<file path="config.mk">
export PLATFORM = sky130hd
export DESIGN_NAME = slave_sink
export DESIGN_NICKNAME = d
export VERILOG_FILES = /design/src/rtl/slave_sink.sv
export SDC_FILE = /design/constraint.sdc
export NUM_CORES = 1
export LEC_CHECK = 0
export CORE_ASPECT_RATIO = 0.5
export CORE_MARGIN = 2
export CORE_UTILIZATION = 59
export CTS_BUF_LIST = sky130_fd_sc_hd__clkbuf_16
export DETAILED_ROUTE_END_ITERATION = 10
export PLACE_DENSITY = 0.86
export SETUP_SLACK_MARGIN = 0.05
export SYNTH_ARGS = -nofsm -noshare
export SYNTH_HDL_FRONTEND = slang
export SYNTH_SLANG_ARGS = --single-unit
</file>
<file path="constraint.sdc">
create_clock -name i_clk -period 4.04 [get_ports i_clk]
set_input_delay 0.808 -clock i_clk [delete_from_list [all_inputs] [get_ports i_clk]]
set_output_delay 0.808 -clock i_clk [all_outputs]
set_load 0.1 [all_outputs]
</file>
<file path="src/rtl/slave_sink.sv">
// Receiving end of a valid/ready word stream: small FIFO toward a downstream port, LFSR-driven
// backpressure, transfer count/XOR checksum and a sticky flag for senders that break hold-while-stalled.
//
// state | meaning
// IDLE  | no stalled word outstanding
// HOLD  | a word was offered while stalled; it must be re-offered unchanged until taken
// ERR   | upstream dropped or changed a stalled word; sticky until reset
module slave_sink #(
  parameter int unsigned DATA_W    = 32,
  parameter int unsigned DEPTH     = 4,
  parameter bit          STALL_EN  = 1'b1,
  parameter logic [15:0] LFSR_SEED = 16'hACE1
) (
  input  logic              i_clk,
  input  logic              i_rst_n,
  input  logic [DATA_W-1:0] i_data,
  input  logic              i_valid,
  output logic              o_ready,
  output logic [DATA_W-1:0] o_out_data,
  output logic              o_out_valid,
  input  logic              i_out_ready,
  output logic [31:0]       o_rx_count,
  output logic [DATA_W-1:0] o_rx_xor,
  output logic              o_proto_err
);

  localparam int unsigned AW = (DEPTH > 1) ? $clog2(DEPTH) : 1;
  localparam int unsigned OW = AW + 1;
  localparam logic [OW-1:0] L_FULL = OW'(DEPTH);

  localparam logic [1:0] S_IDLE = 2'd0;
  localparam logic [1:0] S_HOLD = 2'd1;
  localparam logic [1:0] S_ERR  = 2'd2;

  logic [DATA_W-1:0] r_mem [DEPTH];
  logic [AW-1:0]     r_wr_ptr;
  logic [AW-1:0]     r_rd_ptr;
  logic [OW-1:0]     r_occ;
  logic [15:0]       r_lfsr;
  logic              r_run;
  logic [31:0]       r_rx_count;
  logic [DATA_W-1:0] r_rx_xor;
  logic [1:0]        r_state;
  logic [1:0]        w_state_nxt;
  logic [DATA_W-1:0] r_held;

  logic w_push;
  logic w_pop;
  logic w_lfsr_fb;

  // r_run keeps ready low until the first edge after reset release
  assign o_ready     = r_run && (r_occ != L_FULL) && !(STALL_EN && r_lfsr[0]);
  assign o_out_valid = (r_occ != '0);
  assign o_out_data  = r_mem[r_rd_ptr];
  assign o_rx_count  = r_rx_count;
  assign o_rx_xor    = r_rx_xor;
  assign o_proto_err = (r_state == S_ERR);

  assign w_push    = i_valid && o_ready;
  assign w_pop     = o_out_valid && i_out_ready;
  assign w_lfsr_fb = r_lfsr[0] ^ r_lfsr[2] ^ r_lfsr[3] ^ r_lfsr[5];

  always_ff @(posedge i_clk or negedge i_rst_n) begin
    if (!i_rst_n) begin
      r_wr_ptr   <= '0;
      r_rd_ptr   <= '0;
      r_occ      <= '0;
      r_lfsr     <= LFSR_SEED;
      r_run      <= 1'b0;
      r_rx_count <= '0;
      r_rx_xor   <= '0;
    end else begin
      r_run  <= 1'b1;
      r_lfsr <= {w_lfsr_fb, r_lfsr[15:1]};
      if (w_push) begin
        r_wr_ptr   <= r_wr_ptr + 1'b1;
        r_rx_count <= r_rx_count + 32'd1;
        r_rx_xor   <= r_rx_xor ^ i_data;
      end
      if (w_pop) begin
        r_rd_ptr <= r_rd_ptr + 1'b1;
      end
      case ({w_push, w_pop})
        2'b10:   r_occ <= r_occ + 1'b1;
        2'b01:   r_occ <= r_occ - 1'b1;
        default: r_occ <= r_occ;
      endcase
    end
  end

  // Storage is not reset; occupancy alone decides what is valid
  always_ff @(posedge i_clk) begin
    if (w_push) begin
      r_mem[r_wr_ptr] <= i_data;
    end
  end

  always_comb begin
    w_state_nxt = r_state;
    case (r_state)
      S_IDLE: if (i_valid && !o_ready) w_state_nxt = S_HOLD;
      S_HOLD: begin
        if (!i_valid || (i_data != r_held)) w_state_nxt = S_ERR;
        else if (o_ready)                   w_state_nxt = S_IDLE;
      end
      S_ERR:   w_state_nxt = S_ERR;
      default: w_state_nxt = S_IDLE;
    endcase
  end

  always_ff @(posedge i_clk or negedge i_rst_n) begin
    if (!i_rst_n) begin
      r_state <= S_IDLE;
      r_held  <= '0;
    end else begin
      r_state <= w_state_nxt;
      if ((r_state == S_IDLE) && i_valid && !o_ready) begin
        r_held <= i_data;
      end
    end
  end

`ifndef SYNTHESIS
  always @(posedge i_clk) begin
    if (i_rst_n && w_push) begin
      $display("Recv Data: 0x%h", i_data);
    end
  end
`endif

endmodule

</file>
==> run summary <==
core area: 0.0164 sq mm
DR vias: 5461
Worst Slack Setup Final: 0.692 ns
root buffer cell: clkbuf_16
RSZ-0062 raised after global routing: false
Setup TNS Final: 0 ns
Synth-to-Final Area Change: 22.8%
Worst Max-Slew Pin Slew: 1.06 ns
worst stage delay on the critical path: 0.81 ns
die width: 188 um
synth unique cells: 38
synthesized area: 0.00997 sq mm
Hold WC Path Type: register to register
worst r2r src: r_occ[0]$_DFFE_PN0P_
CP dominant cell by count: buf_4
Synth Instances: 581
CP Class: register to primary output
final period utilization: 82.9%
initial antenna violation count: 0
Period minus WS final: 3.35 ns
Routed WL: 20.2 mm
hold buffers post-CTS: 0
Fillers: 986
Initial Util: 60.7%
vias in the first global route: 5778
worst rel slew slack: 29.1%
synth top area cells: edfxtp_1 39%, dfrtp_1 29%, mux4_2 7.2%, xnor2_1 7.0%, mux2_4 4.4%
post-route cell area: 0.0122 sq mm
area occupied by multi-input gates: 0.00289 sq mm
Worst Hold Path Cells: 0
Worst EP arrival: 2.54 ns
Setup WS pre-CTS: 0.780 ns
hpwl dp: 12.5 mm
Slew Viols, Final: 0
die area: 0.0180 sq mm
setup violators final: 0
Sink Count: 250
dpl cell area: 0.0115 sq mm
r2r endpoint: r_held[21]$_DFFE_PN0P_
PortBufs: 134
worst path required time: 3.23 ns
slowest CP cell: dfrtp_2
grt ovf: 0
Chip Height: 95.9 um
post-cts sizing count: 0
drt via density: 5.58
Placer Congestion: 0.764
# H-tree levels: 1
Reg2Reg Depth: 4
Worst Hold Endpoint: r_lfsr[3]$_DFF_PN0_
final hold vios: 0
synth warn: 0
CTS buffer count: 22
Hold Crit Start: r_lfsr[4]$_DFF_PN0_
nets: 778
sequential area share after synthesis: 69.3%
Antenna Nets Post-Route: 0
Max Fanout on Critical Path: 20
Syn Area/Cell: 17.2 sq um
TritonCTS clock tree: done
drt pass-1 iters: 6
I/O pin cnt: 135
clock-pin slew on the worst setup and hold paths: 0.06 ns
Layout Skew: 0.0166 ns
register area: 0.00691 sq mm
crit path launch type: register
Synth Net Count: 624
Max clock buf depth: 3
n_diodes: 0
first-pass GRT wire length: 32.0 mm
total of flip-flops plus latches after synthesis: 250
Clock Latency Late Sink: 0.51 ns
r2r setup slk: 1.45 ns
drt drc: 0
number of DRC markers in iteration 0: 367
status: finished clean
# Post-CTS Setup Buffers: 0
wire per inst: 20.7 um
fmax: 0.299 GHz
max_cap viols: 0
largest net degree at the start of global routing: 97
Critical Path, Cell by Cell: buf_4 -> mux4_2 -> buf_4
share of post-route cells with drive strength above 1: 21.3%
Total Routing Usage GR: 23.3%
Rows: 33
CP endpoint kind: primary output
Synth top area share: 38.6%
largest area contributor in the netlist: edfxtp_1
cells by family after synthesis:
kind of cell    Yosys count  share of synthesized area [%]
buf+inv                  32                           1.81
fa+ha+maj                 7                          0.954
xor+xnor                104                           9.14
simple gates            119                           6.52
mux                      65                           12.0
compound gates            3                          0.213
other cells               1                         0.0376
flops                   250                           69.3
worst max-delay path, delay by kind of cell, from the launching register on:
| kind | cells | cell delay (ns) |
|---|---|---|
| buffers and inverters | 2 | 0.65 |
| DFF | 1 | 0.81 |
| muxes | 1 | 0.57 |
how the worst max path moves through the flow:
stage	start	end	cells past startpoint
4_1_cts	r_rd_ptr[0]$_DFFE_PN0P_	o_out_data[18]	3
3_5_place_dp	i_valid	r_held[10]$_DFFE_PN0P_	4
2_1_floorplan	i_valid	r_mem[0][0]$_DFFE_PP_	4
5_1_grt	r_rd_ptr[0]$_DFFE_PN0P_	o_out_data[18]	3
3_3_place_gp	i_valid	r_held[11]$_DFFE_PN0P_	4
6_report	r_rd_ptr[0]$_DFFE_PN0P_	o_out_data[0]	3
flip-flops by register name, summed over array words and instances, names as in the netlist, 3 cells and up:
| name | flops |
|---|---|
| r_mem | 128 |
| o_rx_count | 32 |
| o_rx_xor | 32 |
| r_held | 32 |
| r_lfsr | 16 |
| r_occ | 3 |
layout by cell type (no fill, tap or decap), types with 2 or more instances in the layout:
cell	Yosys	routed
nand4_1	14	14
nor4_1	5	5
buf_4	0	43
mux2_2	3	3
clkdlybuf4s50_1	0	101
dfstp_2	8	8
and3_1	3	3
and2_1	7	3
ha_1	6	6
and4_1	3	3
mux4_2	32	32
nor4_4	2	2
clkinv_1	0	4
nand2_1	49	49
dfrtp_1	114	113
nor2_1	7	7
clkbuf_16	0	22
and2_2	0	4
nand3_1	10	10
inv_1	16	22
clkinv_2	0	3
mux2_4	29	29
bufinv_16	0	4
xnor2_1	80	80
xor2_1	24	24
edfxtp_1	128	128
nor3_1	11	11
metal layers:
metal / up-vias / wire [um] / track usage [%]
met5: - / 0 / 0
met2: 169 / 9750 / 39.4
li1: 2401 / - / -
met4: 0 / 333 / 5.25
met1: 2863 / 9010 / 32.3
met3: 28 / 1110 / 4.48
cells in the mapped netlist (all sizes together):
library cell,count
a21o,1
and2,7
and3,3
and4,3
buf,8
clkbuf,8
conb,1
dfrtp,114
dfstp,8
edfxtp,128
fa,1
ha,6
inv,16
mux2,32
mux2i,1
mux4,32
nand2,49
nand2b,1
nand3,10
nand4,14
nor2,8
nor2b,1
nor3,12
nor3b,1
nor4,7
o21ai,1
o41ai,1
or3,1
or4,2
xnor2,80
xor2,24
per-stage QoR:
stage               std cells  util, %  hold WS, ns
floorplan                 581        -        0.331
global placement          938     70.0        0.336
detailed placement        938     70.0        0.339
CTS                       978     74.5        0.356
global route              978     74.5        0.361
finish                    978     74.5        0.352
final cells by class:
cell class | count | area share (%)
repair buffers | 146 | 11.1
clock inverters | 18 | 1.54
clock buffers | 22 | 4.50
inverters | 16 | 0.491
multi-input cells | 299 | 23.6
flip-flops and latches | 250 | 56.4
well taps | 227 | 2.32
Power is not shown: default switching activity piles up to over one toggle a cycle in this logic, so the estimate is an artifact.
